[src/rtl/conn_pkg.sv]
// Shared types and sizing helpers for the TOE connection manager.
package conn_pkg;

    typedef enum logic [2:0] {
        IDLE  = 3'd0,
        PEND  = 3'd1,
        WAIT  = 3'd2,
        UP    = 3'd3,
        CPEND = 3'd4,
        CWAIT = 3'd5
    } sess_state_t;

    localparam logic REQ_CONNECT = 1'b0;
    localparam logic REQ_CLOSE   = 1'b1;

    // Timer only needs to count up to TIMEOUT-1.
    function automatic int tmr_width(input int timeout);
        return (timeout > 2) ? $clog2(timeout) : 1;
    endfunction

    // Retry counter holds 0..MAX_RETRY.
    function automatic int rty_width(input int max_retry);
        return (max_retry > 0) ? $clog2(max_retry + 1) : 1;
    endfunction

endpackage

[src/rtl/conn_rr_arbiter.sv]
// Round-robin arbiter: one-hot grant starting at the pointer, pointer
// moves past the winner only when the grant is actually taken.
module conn_rr_arbiter #(
    parameter int N     = 4,
    parameter int IDX_W = $clog2(N)
) (
    input  logic         clk,
    input  logic         rst,
    input  logic [N-1:0] req,
    input  logic         load,
    output logic [N-1:0] gnt,
    output logic         gnt_vld
);

    logic [IDX_W-1:0] ptr;
    logic [IDX_W-1:0] gnt_idx;
    logic [IDX_W-1:0] k;

    // Scan from the pointer and take the first requester found
    always_comb begin
        gnt     = '0;
        gnt_vld = 1'b0;
        gnt_idx = '0;
        k       = '0;
        for (int i = 0; i < N; i++) begin
            k = IDX_W'((int'(ptr) + i) % N);
            if (!gnt_vld && req[k]) begin
                gnt_vld = 1'b1;
                gnt[k]  = 1'b1;
                gnt_idx = k;
            end
        end
    end

    // Advance the pointer to the session after the one just loaded
    always_ff @(posedge clk or negedge rst) begin
        if (!rst) begin
            ptr <= '0;
        end else if (load && gnt_vld) begin
            ptr <= (gnt_idx == IDX_W'(N - 1)) ? '0 : gnt_idx + 1'b1;
        end
    end

endmodule

[src/rtl/conn_mgr_toe.sv]
// Multi-session connection manager: per-session connect/disconnect FSMs,
// round-robin onto one TOE request channel, status tracking with timeout
// and bounded retries.
`ifndef HOST_ADDR_WIDTH
`define HOST_ADDR_WIDTH 32
`endif

module conn_mgr_toe
    import conn_pkg::*;
#(
    parameter int HOST_ADDR = `HOST_ADDR_WIDTH,
    parameter int NUM_SESS  = 4,
    parameter int SID_W     = $clog2(NUM_SESS),
    parameter int TIMEOUT   = 1024,
    parameter int MAX_RETRY = 3
) (
    input  logic                 clk,
    input  logic                 rst,
    input  logic                 api_connect_i,
    input  logic                 api_disconnect_i,
    input  logic [SID_W-1:0]     api_sess_i,
    input  logic [HOST_ADDR-1:0] api_addr_i,
    output logic                 api_ack_o,
    output logic                 api_nack_o,
    output logic                 toe_req_valid_o,
    input  logic                 toe_req_ready_i,
    output logic                 toe_req_close_o,
    output logic [SID_W-1:0]     toe_req_sess_o,
    output logic [HOST_ADDR-1:0] toe_req_addr_o,
    input  logic                 toe_sts_valid_i,
    input  logic [SID_W-1:0]     toe_sts_sess_i,
    input  logic                 toe_sts_ok_i,
    output logic [NUM_SESS-1:0]  sess_up_o,
    output logic [NUM_SESS-1:0]  evt_up_o,
    output logic [NUM_SESS-1:0]  evt_fail_o,
    output logic [NUM_SESS-1:0]  evt_closed_o
);

    localparam int TMR_W = tmr_width(TIMEOUT);
    localparam int RTY_W = rty_width(MAX_RETRY);

    wire [NUM_SESS-1:0]                arb_req, acc, rej, close_w;
    wire [NUM_SESS-1:0]                up_w, eup_w, efail_w, ecls_w;
    wire [NUM_SESS-1:0][HOST_ADDR-1:0] addr_w;

    logic [NUM_SESS-1:0]  gnt;
    logic                 gnt_vld, load, xfer, api_any;
    logic [SID_W-1:0]     sel_sess;
    logic [HOST_ADDR-1:0] sel_addr;
    logic                 sel_close;

    assign xfer    = toe_req_valid_o & toe_req_ready_i;
    assign load    = gnt_vld & (~toe_req_valid_o | toe_req_ready_i);
    assign api_any = api_connect_i | api_disconnect_i;

    assign sess_up_o    = up_w;
    assign evt_up_o     = eup_w;
    assign evt_fail_o   = efail_w;
    assign evt_closed_o = ecls_w;

    for (genvar s = 0; s < NUM_SESS; s++) begin : g_sess
        sess_state_t          st_q, st_n;
        logic [HOST_ADDR-1:0] addr_q, addr_n;
        logic [TMR_W-1:0]     tmr_q, tmr_n;
        logic [RTY_W-1:0]     rty_q, rty_n;
        logic                 up_q, up_n, eup_q, eup_n, efail_q, efail_n, ecls_q, ecls_n;
        logic                 acc_n, rej_n, sts_hit, api_hit, inflight, xfer_hit, tmo;

        assign sts_hit  = toe_sts_valid_i && (toe_sts_sess_i == SID_W'(s));
        assign api_hit  = api_any && (api_sess_i == SID_W'(s));
        assign inflight = toe_req_valid_o && (toe_req_sess_o == SID_W'(s));
        assign xfer_hit = xfer && inflight;
        assign tmo      = (tmr_q == TMR_W'(TIMEOUT - 1));

        // Next state: transfer/status/timeout first, then judge the API request on the result
        always_comb begin
            st_n    = st_q;
            addr_n  = addr_q;
            tmr_n   = tmr_q;
            rty_n   = rty_q;
            up_n    = up_q;
            eup_n   = 1'b0;
            efail_n = 1'b0;
            ecls_n  = 1'b0;
            acc_n   = 1'b0;
            rej_n   = 1'b0;
            case (st_q)
                PEND:  if (xfer_hit) begin st_n = WAIT;  tmr_n = '0; end
                CPEND: if (xfer_hit) begin st_n = CWAIT; tmr_n = '0; end
                WAIT: begin
                    if (sts_hit && toe_sts_ok_i) begin
                        st_n  = UP;
                        up_n  = 1'b1;
                        eup_n = 1'b1;
                    end else if (sts_hit || tmo) begin
                        if (rty_q < RTY_W'(MAX_RETRY)) begin
                            rty_n = rty_q + 1'b1;
                            st_n  = PEND;
                        end else begin
                            st_n    = IDLE;
                            efail_n = 1'b1;
                        end
                    end else begin
                        tmr_n = tmr_q + 1'b1;
                    end
                end
                CWAIT: begin
                    if (sts_hit || tmo) begin
                        st_n   = IDLE;
                        up_n   = 1'b0;
                        ecls_n = 1'b1;
                    end else begin
                        tmr_n = tmr_q + 1'b1;
                    end
                end
                default: ;
            endcase
            if (api_hit) begin
                if (api_connect_i) begin
                    if (st_n == IDLE) begin
                        acc_n  = 1'b1;
                        st_n   = PEND;
                        addr_n = api_addr_i;
                        rty_n  = '0;
                    end else begin
                        rej_n = 1'b1;
                    end
                end else begin
                    case (st_n)
                        UP, WAIT: begin acc_n = 1'b1; st_n = CPEND; end
                        PEND:     begin acc_n = 1'b1; st_n = IDLE; ecls_n = 1'b1; end
                        default:  rej_n = 1'b1;
                    endcase
                end
            end
        end

        // Session state and its registered status/event outputs
        always_ff @(posedge clk or negedge rst) begin
            if (!rst) begin
                st_q    <= IDLE;
                addr_q  <= '0;
                tmr_q   <= '0;
                rty_q   <= '0;
                up_q    <= 1'b0;
                eup_q   <= 1'b0;
                efail_q <= 1'b0;
                ecls_q  <= 1'b0;
            end else begin
                st_q    <= st_n;
                addr_q  <= addr_n;
                tmr_q   <= tmr_n;
                rty_q   <= rty_n;
                up_q    <= up_n;
                eup_q   <= eup_n;
                efail_q <= efail_n;
                ecls_q  <= ecls_n;
            end
        end

        // A session already sitting in the request register is not offered again
        assign arb_req[s] = ((st_q == PEND) || (st_q == CPEND)) && !inflight;
        assign close_w[s] = (st_q == CPEND) ? REQ_CLOSE : REQ_CONNECT;
        assign addr_w[s]  = addr_q;
        assign acc[s]     = acc_n;
        assign rej[s]     = rej_n;
        assign up_w[s]    = up_q;
        assign eup_w[s]   = eup_q;
        assign efail_w[s] = efail_q;
        assign ecls_w[s]  = ecls_q;
    end

    conn_rr_arbiter #(.N(NUM_SESS), .IDX_W(SID_W)) u_arb (
        .clk     (clk),
        .rst     (rst),
        .req     (arb_req),
        .load    (load),
        .gnt     (gnt),
        .gnt_vld (gnt_vld)
    );

    // Mux the granted session's request fields
    always_comb begin
        sel_sess  = '0;
        sel_addr  = '0;
        sel_close = REQ_CONNECT;
        for (int i = 0; i < NUM_SESS; i++) begin
            if (gnt[i]) begin
                sel_sess  = SID_W'(i);
                sel_addr  = addr_w[i];
                sel_close = close_w[i];
            end
        end
    end

    // API response pulses and the held-while-stalled TOE request register
    always_ff @(posedge clk or negedge rst) begin
        if (!rst) begin
            api_ack_o       <= 1'b0;
            api_nack_o      <= 1'b0;
            toe_req_valid_o <= 1'b0;
            toe_req_close_o <= 1'b0;
            toe_req_sess_o  <= '0;
            toe_req_addr_o  <= '0;
        end else begin
            api_ack_o  <= |acc;
            // An out-of-range session index is rejected too
            api_nack_o <= (|rej) | (api_any & ~|(acc | rej));
            if (load) begin
                toe_req_valid_o <= 1'b1;
                toe_req_close_o <= sel_close;
                toe_req_sess_o  <= sel_sess;
                toe_req_addr_o  <= sel_addr;
            end else if (xfer) begin
                toe_req_valid_o <= 1'b0;
            end
        end
    end

endmodule
[config.mk]
export PLATFORM = sky130hd
export DESIGN_NAME = conn_mgr_toe
export DESIGN_NICKNAME = d
export VERILOG_FILES = /design/src/rtl/conn_pkg.sv /design/src/rtl/conn_rr_arbiter.sv /design/src/rtl/conn_mgr_toe.sv
export SDC_FILE = /design/constraint.sdc
export NUM_CORES = 1
export LEC_CHECK = 0
export CAP_MARGIN = 20
export CORE_MARGIN = 4
export CORE_UTILIZATION = 64
export CTS_CLUSTER_SIZE = 20
export DETAILED_ROUTE_END_ITERATION = 8
export DONT_BUFFER_PORTS = 1
export GPL_ROUTABILITY_DRIVEN = 0
export PLACE_DENSITY_LB_ADDON = 0.2
export REMOVE_ABC_BUFFERS = 1
export SLEW_MARGIN = 20
export SYNTH_ARGS = -nofsm -noshare
export SYNTH_HDL_FRONTEND = slang
export SYNTH_SLANG_ARGS = --single-unit
export TNS_END_PERCENT = 1
[constraint.sdc]
create_clock -name clk -period 5.4 [get_ports clk]
set_input_delay 1.08 -clock clk [delete_from_list [all_inputs] [get_ports clk]]
set_output_delay 1.08 -clock clk [all_outputs]
set_load 0.01 [all_outputs]
[After elaboration in Yosys (flattened, before gate mapping)]
Cells that the tools add are included.
Operators by class
  $add $sub $neg: 12
  magnitude comparators: 12
  equality and inequality tests: 58
  reductions and logical operators: 91
  multiplexer cells: 222
  bitwise gates (word level): 11
Operator list (number)
  $mux 32: 4
  $mux 10: 12
  $pmux 10 s3: 4
  $mux 1: 111
  $mux 3: 32
  $mux 2: 35
  $pmux 3 s4: 4
  $add 10x1->10 const B: 4
  $eq 10x10->1 const B: 4
  $eq 3x2->1 const B: 12
  $reduce_and 3->1: 12
  $logic_and 1x1->1: 32
  $eq 3x1->1 const B: 8
  $eq 3x3->1 const B: 8
  $ne 2x2->1 const B: 12
  $pmux 3 s2: 4
  $mux 4: 4
  $or 4x4->4: 4
  $reduce_or 2->1: 8
  $eq 2x2->1 const B: 7
  $add 2x1->2 const B: 6
  $logic_not 3->1: 4
  $lt 2x3->1 const B: 4
  $reduce_bool 3->1: 4
  other kinds (17): 67
Storage, ports and cells
  output and inout port bits: 54
  register bits after elaboration: 244

[Logic depth before layout (Yosys ltp)]
Gate-level depths: netlist (run 1).
  word-level depth: 20
  depth in mapped cells: 15

[By module]
Synthesis (run 1) repeated with hierarchy kept, for this count alone.
Unflattened totals
  cells, all modules: 1097
  area, all modules: 12062.8 um2
By module, submodules not included
  conn_mgr_toe: seq. area each 6055.8 um2, area an instance 11558.6 um2, times used 1, cells each 1044
  conn_rr_arbiter: seq. area each 50.0 um2, area an instance 504.2 um2, times used 1, cells each 53

[Least setup slack after synthesis (run 1)]
OpenSTA, ideal clock, no wires.
  kind: register to register
  start: register (tool-made name)
  end: register toe_req_addr_o[23]
  period minus slack after synthesis: 3.768 ns
  stages on the path, launching flop included: 15
  path buffers: 4
  library setup time: 0.066 ns
  data arrival time: 3.702 ns
  setup slack: 1.632 ns
  cells stage by stage: dfrtp_1 > clkbuf_1 > buf_1 > inv_1 > ha_1 > clkbuf_2 > inv_1 > or4_1 > o22ai_1 > and3_1 > o21ai_0 > a211oi_4 > nor3b_4 > buf_6 > a221o_1
RTL lines
  end signal: assignment: RTL line conn_mgr_toe.sv:213  | toe_req_addr_o <= sel_addr;
  end: declaration: RTL line conn_mgr_toe.sv:29  | output logic [HOST_ADDR-1:0] toe_req_addr_o,

==> results.tsv, run 1 <==
metric	value	unit
max_stage_delay	0.81	ns
synth-xor-area-share	2.085	%
ys_seq_area_share	50.12	%
layout_common_cells	dfrtp_1, mux2_2, nor2_1, o21ai_0, nand2_1	
cp_max_fo	20	
ant_nets	0	
crit_family	simple AND/OR/NAND/NOR gates	
required	5.87	ns
drc	0	
tightest_slew	1.046	ns
rsz0062_at_grt	false	
cp-end-kind	flip-flop	
drv_slew	0	
worstHoldPathType	input pin to async pin	
clock_latency	0.54	ns
syn_area	0.01218	mm^2
grt_pass1_wl	46.02	mm
critical_path_class	flip-flop to flip-flop	
final_common_cell	dfrtp_1	
start_util	65.13	%
dieArea	0.02131	mm^2
synthArstFlopShare	100.0	%
synthAdderAreaFrac	0.9243	%
path_buf_inv	3	
final_cells	1343	
avgSynthCellArea	10.76	um^2
dp_slack	0.9302	ns
wl_per_cell	20.84	um
fillers	1365	
vias	8971	
drt_iter0_drc	690	
drive_above_1_share	19.12	%
num_rows	50	
clock.fmax	217.4	MHz
synth_mux_area_share	12.89	%
postCtsResizedCells	0	
period_needed	4.601	ns
grt-ovfl-total	0	
port_buffers	0	
cts_tree	done	
fp.dieH	146.0	um
clk_pin_slew	0.06	ns
skew	0.01528	ns
synth-simple-area-share	13.61	%
cpMostUsedCell	inv_1	
die_w	146.0	um
dr.pass1.iters	5	
vdd_drop_max	0.4848	mV
antenna_cells	0	
setup_tns	0	ns
p_per_area	692.2	mW/mm^2
hpwlAfterDp	17.36	mm
cts_buffer_depth	3	
final_nets	1142	
synthCells	1132	
synth_compound_area_share	16.13	%
cts_max_level	1	
cts_made_buffers	25	
syn2layout_area_growth	7.179	%
status	completed	
synthFlopType	dfrtp_1	
crit_arrival	5.07	ns
ys_ff_latch	244	
postCtsSetupBuffers	0	
hold_viol	0	
crit_path_top_delay_cell	nor3b_4	
crit_chain	inv_1 > ha_1 > inv_1 > or4_1 > o22ai_1 > and3_1 > o21ai_0 > a211oi_4 > buf_4 > nor3b_4 > a221o_1	
grt_max_degree	245	
synth_cell_types	72	
drv_cap	0	
hold_buffers	0	
finalWirelength	27.99	mm
leakage	0.005475	uW
synth_edf_count	0	
finalCritPeriodShare	85.20	%
cp-start-kind	flip-flop	
yosysWarningCount	0	
grt.total_usage	25.97	%
antenna_found_initial	0	
setup_viol	0	
slew-limit-headroom	29.76	%
fin_ws	0.7994	ns
core-area	0.01871	mm^2
viasPerCell	6.680	
io_pins	97	
cts_sinks	244	
first_global_vias	8548	
synth_top_family_by_area	compound AO/OA/AOI/OAI gates	
place_inst	1296	
cts-root-buf	clkbuf_16	
[report_power, final]
part | internal [uW] | switching [uW]
logic | 1700 | 2330
registers | 2550 | 652
clock network | 1090 | 723
total | 5330 | 3700
[metrics by stage]
stage | utilization (%) | hold slack [ns] | cell area, um^2 | total power (uW)
2_1_floorplan | - | 0.4449 | 11750 | 5933
3_3_place_gp | 65.06 | 0.4655 | 12170 | 7033
3_5_place_dp | 65.06 | 0.4727 | 12170 | 7150
4_1_cts | 69.70 | 0.2237 | 13040 | 8992
5_1_grt | 69.81 | 0.2256 | 13060 | 9613
6_report | 69.81 | 0.2447 | 13060 | 9038
[cells in the mapped netlist, types with 7 or more instances]
library cell / instances / area, um^2
nand3_1: 50 / 250.2
ha_1: 9 / 112.6
nor2b_1: 9 / 56.30
nor2_1: 103 / 386.6
nand4_1: 18 / 112.6
o21ai_0: 62 / 310.3
o31ai_1: 14 / 105.1
a311oi_1: 19 / 166.4
dfrtp_1: 244 / 6106
buf_2: 28 / 140.1
nand2_1: 55 / 206.5
buf_4: 20 / 150.1
xor2_1: 15 / 131.4
a211oi_1: 17 / 127.6
inv_1: 21 / 78.83
or3_1: 10 / 62.56
mux2_2: 129 / 1453
a221oi_1: 14 / 122.6
clkbuf_1: 33 / 123.9
a221o_1: 18 / 180.2
a31oi_1: 7 / 43.79
and3_1: 11 / 68.82
nor3_1: 29 / 145.1
a21oi_1: 48 / 240.2
o2111ai_1: 18 / 157.7
nor3b_1: 8 / 60.06
xnor2_1: 14 / 122.6
nand2b_1: 7 / 43.79
[kinds of logic (layout without fill, tap and decap cells)]
family          after synthesis  after routing
fa+ha+maj                     9              9
buf+inv                     106             83
compound gates              275            275
xor+xnor                     29             29
simple gates                332            332
flops                       244            244
mux                         137            137
[final timing paths]
kind	startpoint	end	slack, ns	cells after the start
worst max-delay path	flip-flop	toe_req_addr_o[9]$_DFFE_PN0P_	0.80	11
worst min-delay path	rst	g_sess[2].tmr_q[5]$_DFFE_PN0P_	0.24	0
worst max register to register	flip-flop	toe_req_addr_o[9]$_DFFE_PN0P_	0.80	11
worst min register to register	g_sess[3].tmr_q[9]$_DFFE_PN0P_	g_sess[3].tmr_q[9]$_DFFE_PN0P_	0.48	1
max in group asynchronous	rst	g_sess[1].addr_q[12]$_DFFE_PN0P_	4.91	0
min in group clk	g_sess[3].tmr_q[9]$_DFFE_PN0P_	g_sess[3].tmr_q[9]$_DFFE_PN0P_	0.48	1
[registers in the layout, summed over array words and instances, names as in the netlist, named ones only]
register	cells
u_arb.ptr	1
toe_req_close_o	1
toe_req_valid_o	1
toe_req_addr_o	32
g_sess.eup_q	4
g_sess.addr_q	128
api_ack_o	1
g_sess.rty_q	8
g_sess.up_q	4
g_sess.tmr_q	40
g_sess.st_q	12
g_sess.efail_q	4
api_nack_o	1
g_sess.ecls_q	4
toe_req_sess_o	2
[worst register-to-register path: cells and delay by family, from the launching register on]
kind / cells / cell delay [ns]
adders and majority gates: 1 / 0.54
buffers and inverters: 3 / 0.71
and+or+nand+nor: 3 / 1.61
AOI/OAI and AO/OA: 4 / 0.91
DFF: 1 / 0.77
[layout make-up]
class	instances	area, um^2	share of cell area (%)
Clock buffer	34	689.4	5.280
Inverter	21	78.83	0.6037
Timing Repair Buffer	16	132.6	1.016
Sequential cell	244	6106	46.76
Clock inverter	12	177.7	1.361
Tap cell	234	292.8	2.242
Multi-Input combinational cell	782	5580	42.74
[per-layer routing]
| layer | up-vias | part of all wire, % | global-route usage (%) |
|---|---|---|---|
| met5 | - | 0 | 0 |
| met4 | 0 | 2.3 | 5.880 |
| met3 | 49 | 8.4 | 6.229 |
| met2 | 313 | 46 | 40.71 |
| met1 | 4457 | 43 | 37.30 |
| li1 | 4152 | - | - |
Note: power is estimated with default switching activity, not from simulation.
==> run 2, diff against run 1 <==
--- a/config.mk
+++ b/config.mk
@@ -5,6 +5,7 @@
 export SDC_FILE = /design/constraint.sdc
 export NUM_CORES = 1
 export LEC_CHECK = 0
+export ABC_AREA = 1
 export CAP_MARGIN = 20
 export CORE_MARGIN = 4
 export CORE_UTILIZATION = 64
==> run 2 against run 1 <==
Effect of this change: register-to-register slack better by 0.76 ns; combinational power down 50%; first-iteration DRC count up 10%; final cell count up 28%; flip-flop and latch count unchanged; non-clock buffer count down 9; worst hold slack better by 0.0053 ns; critical endpoint is now toe_req_sess_o[0]$_DFFE_PN0P_; highest routed layer unchanged.
==> results.tsv, run 2 <==
metric	value	unit	change
p_per_area	478.8	mW/mm^2	-31%
drv_cap	0		unchanged
max_stage_delay	0.69	ns	-0.12 ns
num_rows	50		unchanged
regMostFlops	g_sess.addr_q		
dr.pass1.iters	5		unchanged
rsz0062_at_grt	false		
cts-root-buf	clkbuf_16		
io_pins	97		unchanged
critical_path_class	flip-flop to flip-flop		
grt_pass1_wl	45.79	mm	-0.50%
die_w	146.1	um	about the same
synth-xor-area-share	0.2872	%	-1.8 points
cts_sinks	244		unchanged
synthFlopType	dfrtp_1		
slew-limit-headroom	36.09	%	+6.3 points
pwr-share-seq	35.5	%	about the same
synth_top_area_share	50.05	%	-0.072 points
yosysWarningCount	0		unchanged
status	completed		
synthArstFlopShare	100.0	%	unchanged
fp.dieH	146.1	um	about the same
setup_tns	0	ns	unchanged
tightest_slew	0.9564	ns	-0.08922 ns
cts_buffer_depth	3		unchanged
multi_input_area	0.004936	mm^2	-12%
leakage	0.006599	uW	+21%
clock.fmax	260.1	MHz	+20%
setup_viol	0		unchanged
grt-ovfl-total	0		unchanged
syn2layout_area_growth	6.502	%	
grt_max_degree	245		unchanged
yosysMostFrequentCell	nand2_1		
period_needed	3.844	ns	-0.7561 ns
cp-start-kind	flip-flop		
wl_per_cell	15.81	um	-24%
antenna_found_initial	0		unchanged
worstHoldPathType	input pin to async pin		
finalCritPeriodShare	71.19	%	-14 points
final_nets	1523		+33%
netlist_top_cells_area	dfrtp_1, nand2_1, nand3_1, o21ai_0, inv_1		
seq_area	0.006106	mm^2	unchanged
grt.total_usage	25.32	%	-0.65 points
core-area	0.01871	mm^2	unchanged
postCtsSetupBuffers	0		unchanged
dieArea	0.02134	mm^2	+0.14%
avgSynthCellArea	8.069	um^2	-25%
p_switching	2415	uW	-35%
skew	0.01705	ns	+0.001772 ns
drc	0		unchanged
first_global_vias	9417		+10%
fin_util	69.46	%	-0.34 points
hold_viol	0		unchanged
synth_cell_types	49		-32%
port_buffers	0		unchanged
cts_max_level	1		unchanged
hpwlAfterDp	16.66	mm	-4.0%
hold_buffers	0		unchanged
synthAdderAreaFrac	0.9230	%	-0.0013 points
cp_max_fo	39		+95%
dpl_cell_area	0.01201	mm^2	-1.3%
cts_made_buffers	26		+4.0%
clock_latency	0.54	ns	about the same
crit_chain	inv_1 > ha_1 > inv_1 > nand3_1 > nand2_1 > nand2_2 > nor2_2 > nand3_1 > nand2_4 > inv_2 > nand2_2 > a21oi_1 > a21oi_1		
synth_compound_area_share	12.41	%	-3.7 points
crit_arrival	4.23	ns	-0.84 ns
p_clk_share	31.8	%	+12 points
fin_ws	1.556	ns	+0.7561 ns
postCtsResizedCells	0		unchanged
reg_top3	g_sess.addr_q: 128 flops, g_sess.tmr_q: 40 flops, toe_req_addr_o: 32 flops		
synth-simple-area-share	26.80	%	+13 points
synthCells	1512		+34%
syn_area	0.01220	mm^2	+0.14%
dp_slack	1.647	ns	+0.7167 ns
antenna_cells	0		unchanged
clk_pin_slew	0.06	ns	about the same
crit_path_top_delay_cell	inv_2		
finalWirelength	27.26	mm	-2.6%
combPwrFrac	32.7	%	-12 points
vias	9991		+11%
synth_edf_count	0		unchanged
ant_nets	0		unchanged
swShare	38.81	%	-2.2 points
ys_seq_area_share	50.05	%	-0.072 points
start_util	65.22	%	+0.094 points
viasPerCell	5.795		-13%
largest_reg_flops	128		unchanged
synth.largest_area_cell	dfrtp_1		
vdd_drop_max	0.3779	mV	-22%
layout_common_cells	nand2_1, dfrtp_1, nand3_1, inv_1, o21ai_0		
drv_slew	0		unchanged
intPower	3807	uW	-29%
final_common_cell	nand2_1		
cts_tree	done		
required	5.79	ns	-0.08 ns
yosys-top-cells-count	nand2_1, dfrtp_1, nand3_1, inv_1, o21ai_0		
stdcell_area	0.01299	mm^2	-0.49%
fillers	1472		+7.8%
drt_iter0_drc	762		+10%
cp-end-kind	flip-flop		
ys_ff_latch	244		unchanged
synth_mux_area_share	0	%	-13 points
drive_above_1_share	7.383	%	-12 points
synth_top_family_by_area	simple AND/OR/NAND/NOR gates		
==> run 2: changes by cell type after synthesis, moves of 18 or more <==
cell,delta
clkbuf_1,-20
nand2_1,+341
a221o_1,-18
inv_1,+138
o21ai_0,+76
mux2_2,-129
nand3_1,+120
nor2_1,-31
o21ai_1,+46
a311oi_1,-18
==> run 2: power groups by stage <==
stage          registers [uW]  clock network (uW)  logic [uW]
6_report                 2210                1980        2030
5_1_grt                  2230                2100        2250
4_1_cts                  2210                2010        2030
3_5_place_dp             2240                   0        2000
3_3_place_gp             2230                   0        1950
2_1_floorplan            2190                   0        1420
==> run 2: path summary, 6_finish.rpt <==
| path | slack [ns] | from | to | cells past startpoint |
|---|---|---|---|---|
| max | 1.56 | flip-flop | toe_req_sess_o[0]$_DFFE_PN0P_ | 13 |
| min reg2reg | 0.47 | g_sess[0].tmr_q[9]$_DFFE_PN0P_ | g_sess[0].tmr_q[9]$_DFFE_PN0P_ | 1 |
| max in group asynchronous | 4.74 | rst | g_sess[3].addr_q[22]$_DFFE_PN0P_ | 0 |
| min in group clk | 0.47 | g_sess[0].tmr_q[9]$_DFFE_PN0P_ | g_sess[0].tmr_q[9]$_DFFE_PN0P_ | 1 |
| min | 0.25 | rst | g_sess[2].tmr_q[8]$_DFFE_PN0P_ | 0 |
| max reg2reg | 1.56 | flip-flop | toe_req_sess_o[0]$_DFFE_PN0P_ | 13 |
==> run 2: routing by layer <==
| metal | GRT usage [%] | vias to the layer above | wire length [um] |
|---|---|---|---|
| li1 | - | 4847 | - |
| met1 | 35.90 | 4740 | 11930 |
| met2 | 40.50 | 353 | 12610 |
| met3 | 4.469 | 51 | 2093 |
| met4 | 7.620 | 0 | 621 |
| met5 | 0 | - | 0 |
==> run 2: logic make-up after synthesis <==
logic type,count (synthesis)
AO/OA/AOI/OAI,283
XOR/XNOR,4
adder cells (fa/ha/maj),9
buffers and inverters,245
flip-flops,244
AND/OR/NAND/NOR,727
==> run 2: metrics by stage <==
step / power (uW) / instances / hold WS, ns
6_report: 6222 / 1724 / 0.2500
5_1_grt: 6574 / 1724 / 0.2295
4_1_cts: 6243 / 1723 / 0.2361
3_5_place_dp: 4239 / 1676 / 0.4551
3_3_place_gp: 4182 / 1676 / 0.4570
2_1_floorplan: 3619 / 1436 / 0.4337
==> run 2: cell type report <==
cell class | instances | area share [%]
sequential | 244 | 46.99
inverter | 169 | 4.882
clock buffer | 33 | 5.672
clock inverter | 14 | 1.781
tap | 234 | 2.253
multi-input combinational | 1023 | 37.99
timing repair buffer | 7 | 0.4333
==> run 2: critical path: cells and delay by family (launching register included) <==
| family | cells | cell delay (ns) |
|---|---|---|
| flip-flops | 1 | 0.55 |
| adder cells (fa/ha/maj) | 1 | 0.41 |
| AO/OA/AOI/OAI | 2 | 0.35 |
| buffers and inverters | 3 | 1.02 |
| AND/OR/NAND/NOR | 7 | 1.35 |
